==> src/rtl/fp16_pkg.sv <==
// -----------------------------------------------------------------------------
// fp16_pkg
//   Shared definitions for the binary16 add stage: field widths, special
//   encodings, the unpacked-operand struct and the operand unpack helper.
//   No ports.
// -----------------------------------------------------------------------------
package fp16_pkg;

    localparam int EXP_W  = 5;
    localparam int FRAC_W = 10;
    localparam int BIAS   = 15;

    // All-ones exponent marks Inf/NaN.
    localparam logic [EXP_W-1:0] EXP_MAX = EXP_W'(2 * BIAS + 1);

    localparam logic [15:0] FP16_QNAN = 16'h7E00;
    localparam logic [15:0] FP16_PINF = 16'h7C00;
    localparam logic [15:0] FP16_NINF = 16'hFC00;

    typedef struct packed {
        logic              sign;
        logic [EXP_W-1:0]  exp;     // effective exponent: subnormals read as 1
        logic [FRAC_W:0]   sig;     // hidden bit + fraction
        logic              is_nan;
        logic              is_inf;
        logic              is_zero;
    } fp16_unpacked_t;

    // flip inverts the sign, which turns a subtraction into an addition.
    function automatic fp16_unpacked_t fp16_unpack(input logic [15:0] x, input logic flip);
        fp16_unpacked_t u;
        logic exp_nz;
        logic frac_nz;
        exp_nz    = |x[14:10];
        frac_nz   = |x[9:0];
        u.sign    = x[15] ^ flip;
        u.exp     = exp_nz ? x[14:10] : EXP_W'(1);
        u.sig     = {exp_nz, x[9:0]};
        u.is_nan  = (x[14:10] == EXP_MAX) & frac_nz;
        u.is_inf  = (x[14:10] == EXP_MAX) & ~frac_nz;
        u.is_zero = ~exp_nz & ~frac_nz;
        return u;
    endfunction

endpackage

==> src/rtl/fp16_adder_if.sv <==
// -----------------------------------------------------------------------------
// fp16_adder_if
//   Operand/result bundle of the binary16 add stage.
//   master: drives in_valid, op_sub, a, b; receives out_valid, result.
//   slave : the adder itself.
// -----------------------------------------------------------------------------
interface fp16_adder_if;

    logic        in_valid;
    logic        op_sub;
    logic [15:0] a;
    logic [15:0] b;
    logic        out_valid;
    logic [15:0] result;

    modport master (
        output in_valid, op_sub, a, b,
        input  out_valid, result
    );

    modport slave (
        input  in_valid, op_sub, a, b,
        output out_valid, result
    );

endinterface

==> src/rtl/fp16_lzc.sv <==
// -----------------------------------------------------------------------------
// fp16_lzc
//   14-bit leading-zero counter for post-add normalisation.
//   value : in  14  significand with guard/round/sticky
//   count : out 4   number of leading zeros (14 when value is zero)
// -----------------------------------------------------------------------------
module fp16_lzc (
    input  logic [13:0] value,
    output logic [3:0]  count
);

    // Ascending scan: the highest set bit is the last one to write count.
    always_comb begin
        count = 4'd14;
        for (int i = 0; i < 14; i++) begin
            if (value[i]) begin
                count = 4'(13 - i);
            end
        end
    end

endmodule

==> src/rtl/fp16_adder.sv <==
// -----------------------------------------------------------------------------
// fp16_adder
//   IEEE 754 binary16 adder/subtractor, round-to-nearest-even, full subnormal,
//   Inf and NaN handling. Combinational datapath into one output register,
//   latency 1, one operation accepted per cycle.
//   clk   : in   rising-edge clock
//   rst_n : in   asynchronous active-low reset (clears result and out_valid)
//   bus   : fp16_adder_if.slave -- in_valid, op_sub, a, b in; out_valid, result out
// -----------------------------------------------------------------------------
module fp16_adder
    import fp16_pkg::*;
(
    input  logic              clk,
    input  logic              rst_n,
    fp16_adder_if.slave       bus
);

    // Pack an 11-bit significand window plus G/R/S with RNE.
    // Adding the round increment to {exp, frac} lets a carry ripple into the
    // exponent, which covers mantissa overflow, subnormal->normal promotion
    // and overflow to Inf in one step.
    function automatic logic [15:0] round_pack(input logic       sign,
                                               input logic [5:0] e,
                                               input logic [13:0] m);
        logic [5:0]  e_enc;
        logic        up;
        logic [15:0] packed_mag;
        e_enc      = m[13] ? e : 6'd0;
        up         = m[2] & (m[1] | m[0] | m[3]);
        packed_mag = {e_enc, m[12:3]} + {15'd0, up};
        if (packed_mag[15:10] >= {1'b0, EXP_MAX}) begin
            return sign ? FP16_NINF : FP16_PINF;
        end
        return {sign, packed_mag[14:0]};
    endfunction

    fp16_unpacked_t ua;
    fp16_unpacked_t ub;

    assign ua = fp16_unpack(bus.a, 1'b0);
    assign ub = fp16_unpack(bus.b, bus.op_sub);

    logic        a_ge_b;
    logic        eff_sub;
    logic        big_sign;
    logic [4:0]  big_exp;
    logic [10:0] big_sig;
    logic [4:0]  small_exp;
    logic [10:0] small_sig;
    logic [4:0]  exp_diff;
    logic [26:0] small_ext;
    logic [26:0] shifted;
    logic [13:0] big_al;
    logic [13:0] small_al;
    logic [14:0] mag;
    logic [3:0]  lz;
    logic [4:0]  shift_cap;
    logic [4:0]  shift;
    logic [13:0] norm_m;
    logic [5:0]  norm_e;
    logic [15:0] res_next;

    // Raw {exp, frac} compare orders magnitudes, subnormals included.
    assign a_ge_b  = bus.a[14:0] >= bus.b[14:0];
    assign eff_sub = ua.sign ^ ub.sign;

    always_comb begin
        big_sign  = a_ge_b ? ua.sign : ub.sign;
        big_exp   = a_ge_b ? ua.exp  : ub.exp;
        big_sig   = a_ge_b ? ua.sig  : ub.sig;
        small_exp = a_ge_b ? ub.exp  : ua.exp;
        small_sig = a_ge_b ? ub.sig  : ua.sig;
        exp_diff  = big_exp - small_exp;

        // Align: the 16 zero bits below the significand catch everything
        // shifted past R, folded into S. A shift of 14 or more leaves only S.
        small_ext = {small_sig, 16'd0};
        shifted   = small_ext >> exp_diff;
        if (exp_diff >= 5'd14) begin
            small_al = {13'd0, |small_sig};
        end else begin
            small_al = {shifted[26:14], shifted[13] | (|shifted[12:0])};
        end
        big_al = {big_sig, 3'b000};

        // |big| >= |small| so the difference never goes negative.
        if (eff_sub) begin
            mag = {1'b0, big_al} - {1'b0, small_al};
        end else begin
            mag = {1'b0, big_al} + {1'b0, small_al};
        end
    end

    fp16_lzc u_lzc (
        .value (mag[13:0]),
        .count (lz)
    );

    always_comb begin
        shift_cap = big_exp - 5'd1;
        shift     = 5'd0;
        if (mag[14]) begin
            // Carry-out: one right shift, the dropped bit joins sticky.
            norm_m = {mag[14:2], mag[1] | mag[0]};
            norm_e = {1'b0, big_exp} + 6'd1;
        end else begin
            // Left shift stops at exponent 1; anything smaller stays subnormal.
            shift  = ({1'b0, lz} > shift_cap) ? shift_cap : {1'b0, lz};
            norm_m = mag[13:0] << shift;
            norm_e = {1'b0, big_exp} - {1'b0, shift};
        end

        if (ua.is_nan | ub.is_nan) begin
            res_next = FP16_QNAN;
        end else if (ua.is_inf & ub.is_inf & eff_sub) begin
            res_next = FP16_QNAN;
        end else if (ua.is_inf) begin
            res_next = ua.sign ? FP16_NINF : FP16_PINF;
        end else if (ub.is_inf) begin
            res_next = ub.sign ? FP16_NINF : FP16_PINF;
        end else if (ua.is_zero & ub.is_zero) begin
            // Only (-0)+(-0) keeps a negative sign.
            res_next = {ua.sign & ub.sign, 15'd0};
        end else if (mag == 15'd0) begin
            // Exact cancellation of non-zero operands gives +0.
            res_next = 16'h0000;
        end else begin
            res_next = round_pack(big_sign, norm_e, norm_m);
        end
    end

    // ---- stage p1: output register ----
    logic [15:0] result_p1;
    logic        vld_p1;

    always_ff @(posedge clk or negedge rst_n) begin
        if (!rst_n) begin
            result_p1 <= 16'h0000;
            vld_p1    <= 1'b0;
        end else begin
            vld_p1 <= bus.in_valid;
            if (bus.in_valid) begin
                result_p1 <= res_next;
            end
        end
    end

    assign bus.result    = result_p1;
    assign bus.out_valid = vld_p1;

endmodule

==> src/flat_wrapper.sv <==
// flat-port wrapper written by rule: the top's interface ports become plain ports
module fp16_adder_flat import fp16_pkg::*;
  (clk, rst_n, bus_in_valid, bus_op_sub, bus_a, bus_b, bus_out_valid, bus_result);
  fp16_adder_if bus_i ();
  input  logic clk;
  input  logic rst_n;
  input wire logic [$bits(bus_i.in_valid)-1:0] bus_in_valid;
  input wire logic [$bits(bus_i.op_sub)-1:0] bus_op_sub;
  input wire logic [$bits(bus_i.a)-1:0] bus_a;
  input wire logic [$bits(bus_i.b)-1:0] bus_b;
  output wire logic [$bits(bus_i.out_valid)-1:0] bus_out_valid;
  output wire logic [$bits(bus_i.result)-1:0] bus_result;
  assign bus_i.in_valid = bus_in_valid;
  assign bus_i.op_sub = bus_op_sub;
  assign bus_i.a = bus_a;
  assign bus_i.b = bus_b;
  assign bus_out_valid = bus_i.out_valid;
  assign bus_result = bus_i.result;
  fp16_adder u_core (.clk(clk), .rst_n(rst_n), .bus(bus_i));
endmodule
==> config.mk <==
export PLATFORM = sky130hd
export DESIGN_NAME = fp16_adder_flat
export DESIGN_NICKNAME = d
export VERILOG_FILES = /design/src/rtl/fp16_pkg.sv /design/src/rtl/fp16_adder_if.sv /design/src/rtl/fp16_lzc.sv /design/src/rtl/fp16_adder.sv /design/src/flat_wrapper.sv
export SDC_FILE = /design/constraint.sdc
export NUM_CORES = 1
export LEC_CHECK = 0
export ABC_AREA = 0
export ABC_CLOCK_PERIOD_IN_PS = 1700
export CAP_MARGIN = 20
export CELL_PAD_IN_SITES_DETAIL_PLACEMENT = 0
export CELL_PAD_IN_SITES_GLOBAL_PLACEMENT = 2
export CORE_UTILIZATION = 38
export CTS_BUF_LIST = sky130_fd_sc_hd__clkbuf_16
export DETAILED_ROUTE_END_ITERATION = 6
export PLACE_DENSITY_LB_ADDON = 0.1
export SLEW_MARGIN = 20
export SYNTH_ARGS = -nofsm -noshare
export SYNTH_HDL_FRONTEND = slang
export SYNTH_SLANG_ARGS = --single-unit
==> constraint.sdc <==
create_clock -name clk -period 1.7 [get_ports clk]
set_input_delay 0.34 -clock clk [delete_from_list [all_inputs] [get_ports clk]]
set_output_delay 0.34 -clock clk [all_outputs]
set_load 0.02 [all_outputs]
* Word level (Yosys, flattened, before mapping)
Cells that the tools add are included.
** Storage, ports and cells
- Register bits after elaboration :: 17
- Output and inout port bits :: 17
- Logic and storage cells :: 91
** Operators by class
- Add/sub/neg operators :: 7
- Magnitude comparators :: 4
- Equality and inequality tests :: 2
- Shifts and indexed selects :: 2
- Muxes and demuxes :: 45
- Bitwise operators :: 22
- Reduce and logical (&&, ||, !) cells :: 7
** Operator list (number)
- $mux W16 :: 11
- $mux W4 :: 13
- $mux W14 :: 2
- $shr A27 B5 Y27 :: 1
- $mux W5 :: 5
- $mux W11 :: 2
- $reduce_or A10 Y1 :: 2
- $add A16 B1 Y16 :: 1
- $add A14 B14 Y15 :: 1
- $ge A15 B15 Y1 :: 1
- $logic_not A15 Y1 :: 1
- $mux W15 :: 1
- $sub A14 B14 Y15 :: 1
- $shl A14 B5 Y14 :: 1
- $reduce_or A13 Y1 :: 1
- $mux W6 :: 2
- $and A1 B1 Y1 :: 11
- $reduce_or A11 Y1 :: 1
- $eq A5 B5 Y1 const B :: 2
- $reduce_or A5 Y1 :: 2
- $mux W1 :: 8
- $add A5 B1 Y6 const B :: 1
- $ge A6 B5 Y1 const B :: 1
- $sub A5 B5 Y6 :: 1
- other kinds (8) :: 16

* Logic depth before layout (Yosys ltp)
Gate-level depths: netlist of run 1.
- Depth in word-level cells :: 47
- Mapped depth :: 67
- Depth with buffers taken out :: 61

* By module
From an unflattened synthesis of run 1, not the netlist that was laid out.
** Unflattened totals
- Cells, all modules :: 1098
- Area total of the unflattened synthesis :: 7387.1 µm²
** By module, submodules not included
- fp16_adder :: instances 1, cells an instance 1073, area each 7240.7 µm², sequential area each 425.4 µm²
- fp16_lzc :: instances 1, cells an instance 25, area each 146.4 µm², sequential area each 0.0 µm²

* Worst setup path before layout of run 1
Ideal clock, no wire load.
- Path type :: input-to-reg
- Start :: in bus_a[0]
- End :: reg u_core.result_p1[5], in the netlist u_core.bus.result[5]
- Arrival time :: 12.307 ns
- Required time :: 1.597 ns
- Slack :: -10.711 ns
- Stages on the path :: 57
- Path buffers :: 8
- Cells stage by stage :: inv_1 ha_1 nand2b_1 a211oi_1 o221ai_2 a21oi_1 buf_2 buf_1 buf_1 mux2i_1 ha_1 fa_1 xor2_1 nor2_1 a31oi_2 o211ai_1 a221o_1 a311oi_1 [... 21 more ...] nor2_1 a31o_1 buf_4 inv_2 buf_2 ha_1 nor4_1 a221o_1 or2_2 ha_1 a41oi_1 o21ai_0 xor2_1 and4_1 o21ai_1 a32oi_1 o211ai_4 o41ai_2
** Between the ends
- Longest elaborated chain between the ends :: 46
- Elaborated cells on any way between the ends :: 68
** RTL lines
- from (decl) :: RTL line flat_wrapper.sv:9 : input wire logic [$bits(bus_i.a)-1:0] bus_a;
- $ge A15 B15 Y1 :: RTL line fp16_adder.sv:64 : assign a_ge_b = bus.a[14:0] >= bus.b[14:0];
- $mux W5, on equally long branches :: RTL line fp16_adder.sv:69, fp16_adder.sv:71
- $sub A5 B5 Y5 :: RTL line fp16_adder.sv:73 : exp_diff = big_exp - small_exp;
- $shr A27 B5 Y27 :: RTL line fp16_adder.sv:78 : shifted = small_ext >> exp_diff;
- $reduce_or A13 Y1 :: RTL line fp16_adder.sv:82 : small_al = {shifted[26:14], shifted[13] | (|shifted[12:0])};
- $or A1 B1 Y1 :: RTL line fp16_adder.sv:82
- $mux W14 :: RTL line fp16_adder.sv:79 : if (exp_diff >= 5'd14) begin
- $add A14 B14 Y15 / $sub A14 B14 Y15 (equally long branches) :: RTL line fp16_adder.sv:90, fp16_adder.sv:88
- [... 30 more ...]
- $mux W1 :: RTL line fp16_adder.sv:113 : if (ua.is_nan | ub.is_nan) begin
- $mux W16 :: RTL line fp16_adder.sv:34 : return {sign, packed_mag[14:0]};
- $mux W16 :: RTL line fp16_adder.sv:124 : end else if (mag == 15'd0) begin
- $mux W16 :: RTL line fp16_adder.sv:121 : end else if (ua.is_zero & ub.is_zero) begin
- $mux W16 :: RTL line fp16_adder.sv:119 : end else if (ub.is_inf) begin
- $mux W16 :: RTL line fp16_adder.sv:117 : end else if (ua.is_inf) begin
- $mux W16 :: RTL line fp16_adder.sv:115 : end else if (ua.is_inf & ub.is_inf & eff_sub) begin
- $mux W16 * :: RTL line fp16_adder.sv:113
- to (signal assigned) :: RTL line fp16_adder.sv:143 : result_p1 <= res_next;
- to (decl) :: RTL line fp16_adder.sv:133 : logic [15:0] result_p1;
Every way passes the cells marked *; elsewhere a longest branch is shown, timed or not. The select of a mux whose other input is x is not followed.
A chain may end at the register's enable or synchronous reset.

* Worst setup path in the final report of run 1
- Start :: in bus_a[0]
- End :: reg u_core.result_p1[9], in the netlist u_core.bus.result[9]
Same word-level chain as after synthesis.

==> results of run 1 <==
## final cells by class
class | count | area, um^2
multi-input cells | 864 | 7190
fillers | 1457 | 5220
repair buffers | 526 | 4110
flip-flops and latches | 17 | 425
well taps | 225 | 282
inverters | 62 | 238
clock buffers | 3 | 75.1
clock inverters | 1 | 5.00
## report_power, final
part | leakage (nW) | total, W | internal, W | switching (W)
Clock | 0.0409 | 0.000477 | 0.000315 | 0.000162
Sequential | 0.206 | 0.000714 | 0.000621 | 0.0000928
Combinational | 5.37 | 0.0304 | 0.0153 | 0.0151
Total | 5.62 | 0.0315 | 0.0162 | 0.0153
## flip-flops by register name, indices dropped and copies added, names as in the netlist
signal	count
u_core.bus.out_valid	1
u_core.bus.result	16
## cell usage in the layout, fill, tap and decap left out, types with 15 or more instances in the layout
cell             count
mux2i_1             30
a21oi_1             37
ha_1                33
inv_2               18
a31oi_1             15
a21o_1              15
nand3_1             30
ha_4                20
nand2_1             90
dfrtp_1             17
inv_1               42
o21ai_0             62
buf_4              453
buf_6               17
xor2_1              19
nor2_1              68
a21oi_2             24
o21ai_1             16
a211oi_1            15
clkdlybuf4s50_1     22
o211ai_1            16
xnor2_1             16
nor3_1              20
## cells by family after synthesis
group | share of synthesized area, %
compound gates | 37.9
simple gates | 25.6
buf+inv | 6.16
fa+ha+maj | 10.5
mux | 7.86
xor+xnor | 5.89
flops | 6.15
## what timing repair did
item | 4_1_cts | 5_1_grt
resized for setup | 192 | 53
setup endpoints to repair | 16 | 16
pin swaps | 65 | 57
cloned | 1 | 0
buffers inserted | 39 | 21
## per-layer routing
layer,vias up,track usage (%),wire length [um]
li1,4728,-,-
met3,59,3.52,1820
met1,4638,44.2,13900
met2,349,55.1,14400
met5,-,0,0
met4,0,6.84,714
## worst max path at each step
stage | start | end | slack (ps)
2_1_floorplan | bus_b[13] | u_core.bus.result[1]$_DFFE_PN0P_ | -8980
3_3_place_gp | bus_a[0] | u_core.bus.result[1]$_DFFE_PN0P_ | -9180
3_5_place_dp | bus_a[0] | u_core.bus.result[8]$_DFFE_PN0P_ | -9490
4_1_cts | bus_a[0] | u_core.bus.result[1]$_DFFE_PN0P_ | -8540
5_1_grt | bus_a[0] | u_core.bus.result[0]$_DFFE_PN0P_ | -9100
6_report | bus_a[0] | u_core.bus.result[9]$_DFFE_PN0P_ | -8700
## per-stage QoR
step	total power, W	std cells	worst slack (ps)	area [um^2]
after floorplan	0.0149	989	-8980	7470
after global placement	0.0257	1634	-9180	11100
after detailed placement	0.0260	1634	-9490	11100
after CTS	0.0292	1677	-8540	12000
after global routing	0.0335	1698	-9100	12300
final	0.0315	1698	-8700	12300
==> results.yml, run 1 <==
status:
  status: "finished, violations left"
  violations: "setup timing"
sta:
  rsz0062_at_grt: "yes"
  setup_viol: 16
  fmax_mhz: 96.1
  hold_viol_final: 0
  fin_ws_ps: -8700
  slew_viol_final: 0
  worst_pin_slew_ps: 749
  relSlewSlack_pct: 49.5
  holdWs_ps: 436
  skew_ps: 0
  layout_min_cycle_time_ps: 10400
  period_share_pct: 612
  finalSetupTns_ps: -135250
detailed_routing:
  routedWlPerCell_um: 18.1
  vias_per_cell: 5.76
  via_count: 9774
  drtPass1Iterations: 6
  drt-total-wl_um: 30800
  drt_iter0_drc: 729
  drc_errors: 0
  antenna_left: 0
run:
  maxCapViolations: 0
setup_path:
  worstReg2RegEnd: "u_core.bus.result[12]$_DFFE_PN0P_"
  r2r_start: "u_core.bus.result[12]$_DFFE_PN0P_"
  criticalPathCategory: "input pin to register"
  cp_slowest_stage_delay_ps: 470
  cp_common_cell: "buf_6"
  arrival_ps: 10540
  crit_fanout: 7
  critPathRequiredTime_ps: 1840
  start_kind: "input pin"
  cpMaxStageDelayCell: "fa_2"
  crit_path_end_kind: "register"
  r2r_slack_ps: 850
  critPathTopFamily: "compound AO/OA/AOI/OAI gates"
  reg2reg_depth: 2
  cp_num_buf_inv: 9
  worst-path-stages: 56
min_path:
  min_path_type: "input pin to asynchronous set/reset pin"
placement:
  numPortBuffers: 52
  place_congestion: 0.987
  dp_hpwl_um: 24700
grt:
  antenna_found_initial: 0
  grt.overflow.total: 0
  grt_pass1_vias: 9407
  grt_pass1_wl_um: 48300
  grt_max_degree: 35
  grt_usage_pct: 32.5
synthesis:
  yosysMostFrequentCell: "nand2_1"
  async_flop_share_pct: 100
  ys_warn_count: 0
  synth_edf_count: 0
  synth_cells: 989
  synth.distinct_cells: 97
  ys_seq_elements: 17
  netlist_area_um2: 6920
  syn_avg_cell_area_um2: 7.00
  synth_top_area_share_pct: 9.94
  yosysTopAreaCell: "ha_1"
  synth_seq_area_share_pct: 6.15
  synth_nets: 1082
  synth_ff_type: "dfrtp_1"
  synthTopCellsByCount: "nand2_1 (96), nor2_1 (83), o21ai_0 (77)"
  yosys-top-cells-area: "ha_1 (9.9%), dfrtp_1 (6.1%), o21ai_0 (5.6%)"
power_and_ir_drop:
  ir_drop_uv: 2280
  leakagePower_nw: 5.62
  power.density_nw_per_um2: 2560
clock_tree:
  clock-sinks: 17
  clk_pin_slew_ps: 50
  ctsHoldBuffers: 0
  cts_root_buf: "clkbuf_16"
  cts_made_buffers: 3
  cts_buffer_depth: 2
  cts_tree: "yes"
  htreeDepth: 1
  insertion_delay_ps: 250
floorplan:
  ios: 53
  die_x_um: 137
  num_rows: 48
  coreArea_um2: 17500
  die_area_um2: 18800
  fp.dieH_um: 137
  initial_core_util_pct: 39.5
final_layout:
  layout-drive-gt1-share_pct: 47.9
  fin_nets: 1567
  finish.utilization_pct: 70.3
  syn2layout_area_growth_pct: 78.0
  insertedDiodeCount: 0
(Power assumes the default switching activity.)
==> inputs of run 2 (changes only) <==
Settings changed: CTS_BUF_LIST sky130_fd_sc_hd__clkbuf_16 to sky130_fd_sc_hd__clkbuf_4 sky130_fd_sc_hd__clkbuf_8 sky130_fd_sc_hd__clkbuf_16.
==> results of run 2 <==
The final DEF is identical to that of run 1; final timing and power are the same.
==> inputs of run 3 (changes only) <==
Settings changed: ABC_CLOCK_PERIOD_IN_PS 1700 to 13400.
Clock period 1.7 ns to 13.4 ns, I/O delays scaled along.
==> results.yml, run 3 (synthesis results as in run 1) <==
setup_path:
  worstReg2RegEnd: "u_core.bus.result[10]$_DFFE_PN0P_"
  cp_num_buf_inv: 6
  crit_start: "bus_a[2]"
  r2r_start: "u_core.bus.result[10]$_DFFE_PN0P_"
  reg2reg_depth: 2
  crit_fanout: 6
  start_kind: "input pin"
  critPathRequiredTime_ps: 13540
  cpMaxStageDelayCell: "clkdlybuf4s50_1"
  critPathTopFamily: "compound AO/OA/AOI/OAI gates"
  criticalPathCategory: "input pin to register"
  crit_path_end_kind: "register"
  arrival_ps: 13220
  r2r_slack_ps: 12680
  cp_slowest_stage_delay_ps: 520
placement:
  dp.cells: 1468
  place_ws_ps: -464
  dp_hpwl_um: 22800
  dpl_cell_area_um2: 9690
  numPortBuffers: 52
  place_congestion: 0.970
floorplan:
  fp.dieH_um: 137
  coreArea_um2: 17500
  die_area_um2: 18800
  die_x_um: 137
  initial_core_util_pct: 39.5
  num_rows: 48
  ios: 53
clock_tree:
  clock-sinks: 17
  clk_pin_slew_ps: 50
  cts_tree: "yes"
  cts_made_buffers: 3
  insertion_delay_ps: 250
  htreeDepth: 1
  cts_buffer_depth: 2
  cts_root_buf: "clkbuf_16"
grt:
  grt_pass1_vias: 8145
  grt_usage_pct: 29.4
  grt.overflow.total: 0
  met1_usage_pct: 42.2
  grt_pass1_wl_um: 43600
  gr-usage-met2_pct: 47.1
  grt_max_degree: 39
  grt.busiest_layer: "met2"
  met3_usage_pct: 3.07
  antenna_found_initial: 0
final_layout:
  final_cells: 1495
  layout-drive-gt1-share_pct: 34.2
  insertedDiodeCount: 0
  largest_reg_flops: 16
  fin_nets: 1364
  syn2layout_area_growth_pct: 52.4
  final_common_cell: "buf_4"
  layout_common_cells: "buf_4 (263), nand2_1 (94), nor2_1 (75)"
  design_area_um2: 10600
detailed_routing:
  drc_errors: 0
  antenna_left: 0
  drtPass1Iterations: 5
  via_count: 8905
  vias_per_cell: 5.96
  drt-total-wl_um: 28200
  drt_iter0_drc: 604
  routedWlPerCell_um: 18.9
power_and_ir_drop:
  ir_drop_uv: 211
  switching_share_pct: 51.9
  power.density_nw_per_um2: 321
  p_comb_share_pct: 95.6
  p_int_w: 0.00163
  power.share.clock_pct: 1.8
  seq_power_share_pct: 2.6
  switching_power_w: 0.00176
  leakagePower_nw: 4.76
sta:
  hold_viol_final: 0
  relSlewSlack_pct: 11.9
  fin_ws_ps: 320
  skew_ps: 0
  setup_viol: 0
  fmax_mhz: 76.5
  worst_pin_slew_ps: 1320
  period_share_pct: 97.6
  layout_min_cycle_time_ps: 13080
  slew_viol_final: 0
  holdWs_ps: 491
min_path:
  min_path_type: "register to register"
  min_from: "u_core.bus.result[2]$_DFFE_PN0P_"
  worstHoldPathCells: 2
  min_to: "u_core.bus.result[2]$_DFFE_PN0P_"
status:
  status: "finished, final reports clean"
run:
  maxCapViolations: 0
run 3: cell type report:
cell class | instances | area (um^2)
multi-input combinational | 864 | 6850
timing repair buffer | 323 | 2680
clock inverter | 1 | 5.00
clock buffer | 3 | 75.1
fill | 1660 | 6990
tap | 225 | 282
sequential | 17 | 425
inverter | 62 | 235
run 3: worst reg2reg max path, stage by stage, from the launching register on:
cell and delay [ps]:
dfrtp_1 390, o21ai_0 140, a21oi_1 60
run 3: per-stage QoR:
step / setup TNS, ps / utilization [%] / total power [W]
2_1_floorplan: 0 / - / 0.00183
6_report: 0 / 60.2 / 0.00339
3_3_place_gp: -3840 / 55.2 / 0.00296
5_1_grt: -249 / 60.2 / 0.00363
3_5_place_dp: -5460 / 55.2 / 0.00297
4_1_cts: 0 / 56.1 / 0.00307
run 3: power by group through the flow:
stage / Clock [W] / Combinational (W) / Sequential, W
2_1_floorplan: 0 / 0.00171 / 0.000114
3_3_place_gp: 0 / 0.00287 / 0.0000905
3_5_place_dp: 0 / 0.00288 / 0.0000897
4_1_cts: 0.0000599 / 0.00292 / 0.0000894
5_1_grt: 0.0000620 / 0.00348 / 0.0000926
6_report: 0.0000599 / 0.00324 / 0.0000898
run 3: worst max-delay path by stage:
stage / to / slack, ps / depth (start not counted)
after floorplan: u_core.bus.result[5]$_DFFE_PN0P_ / 20 / 59
after global placement: u_core.bus.result[8]$_DFFE_PN0P_ / -320 / 55
after detailed placement: u_core.bus.result[5]$_DFFE_PN0P_ / -460 / 55
after CTS: u_core.bus.result[5]$_DFFE_PN0P_ / 0.5 / 58
after global routing: u_core.bus.result[2]$_DFFE_PN0P_ / -90 / 53
final: u_core.bus.result[2]$_DFFE_PN0P_ / 320 / 53
run 3: routing by layer:
layer	share of wire, %	up-vias
met5	0	-
met4	1.9	0
met3	5.1	51
li1	-	4323
met1	48	4225
met2	45	306
run 3: timing repair:
item / CTS / global route
hold buffers: 0 / 0
endpoints found under the setup margin: 15 / 15
gates cloned: 0 / 1
resized for setup: 6 / 126
pin swaps: 5 / 61
buffers inserted: 3 / 19
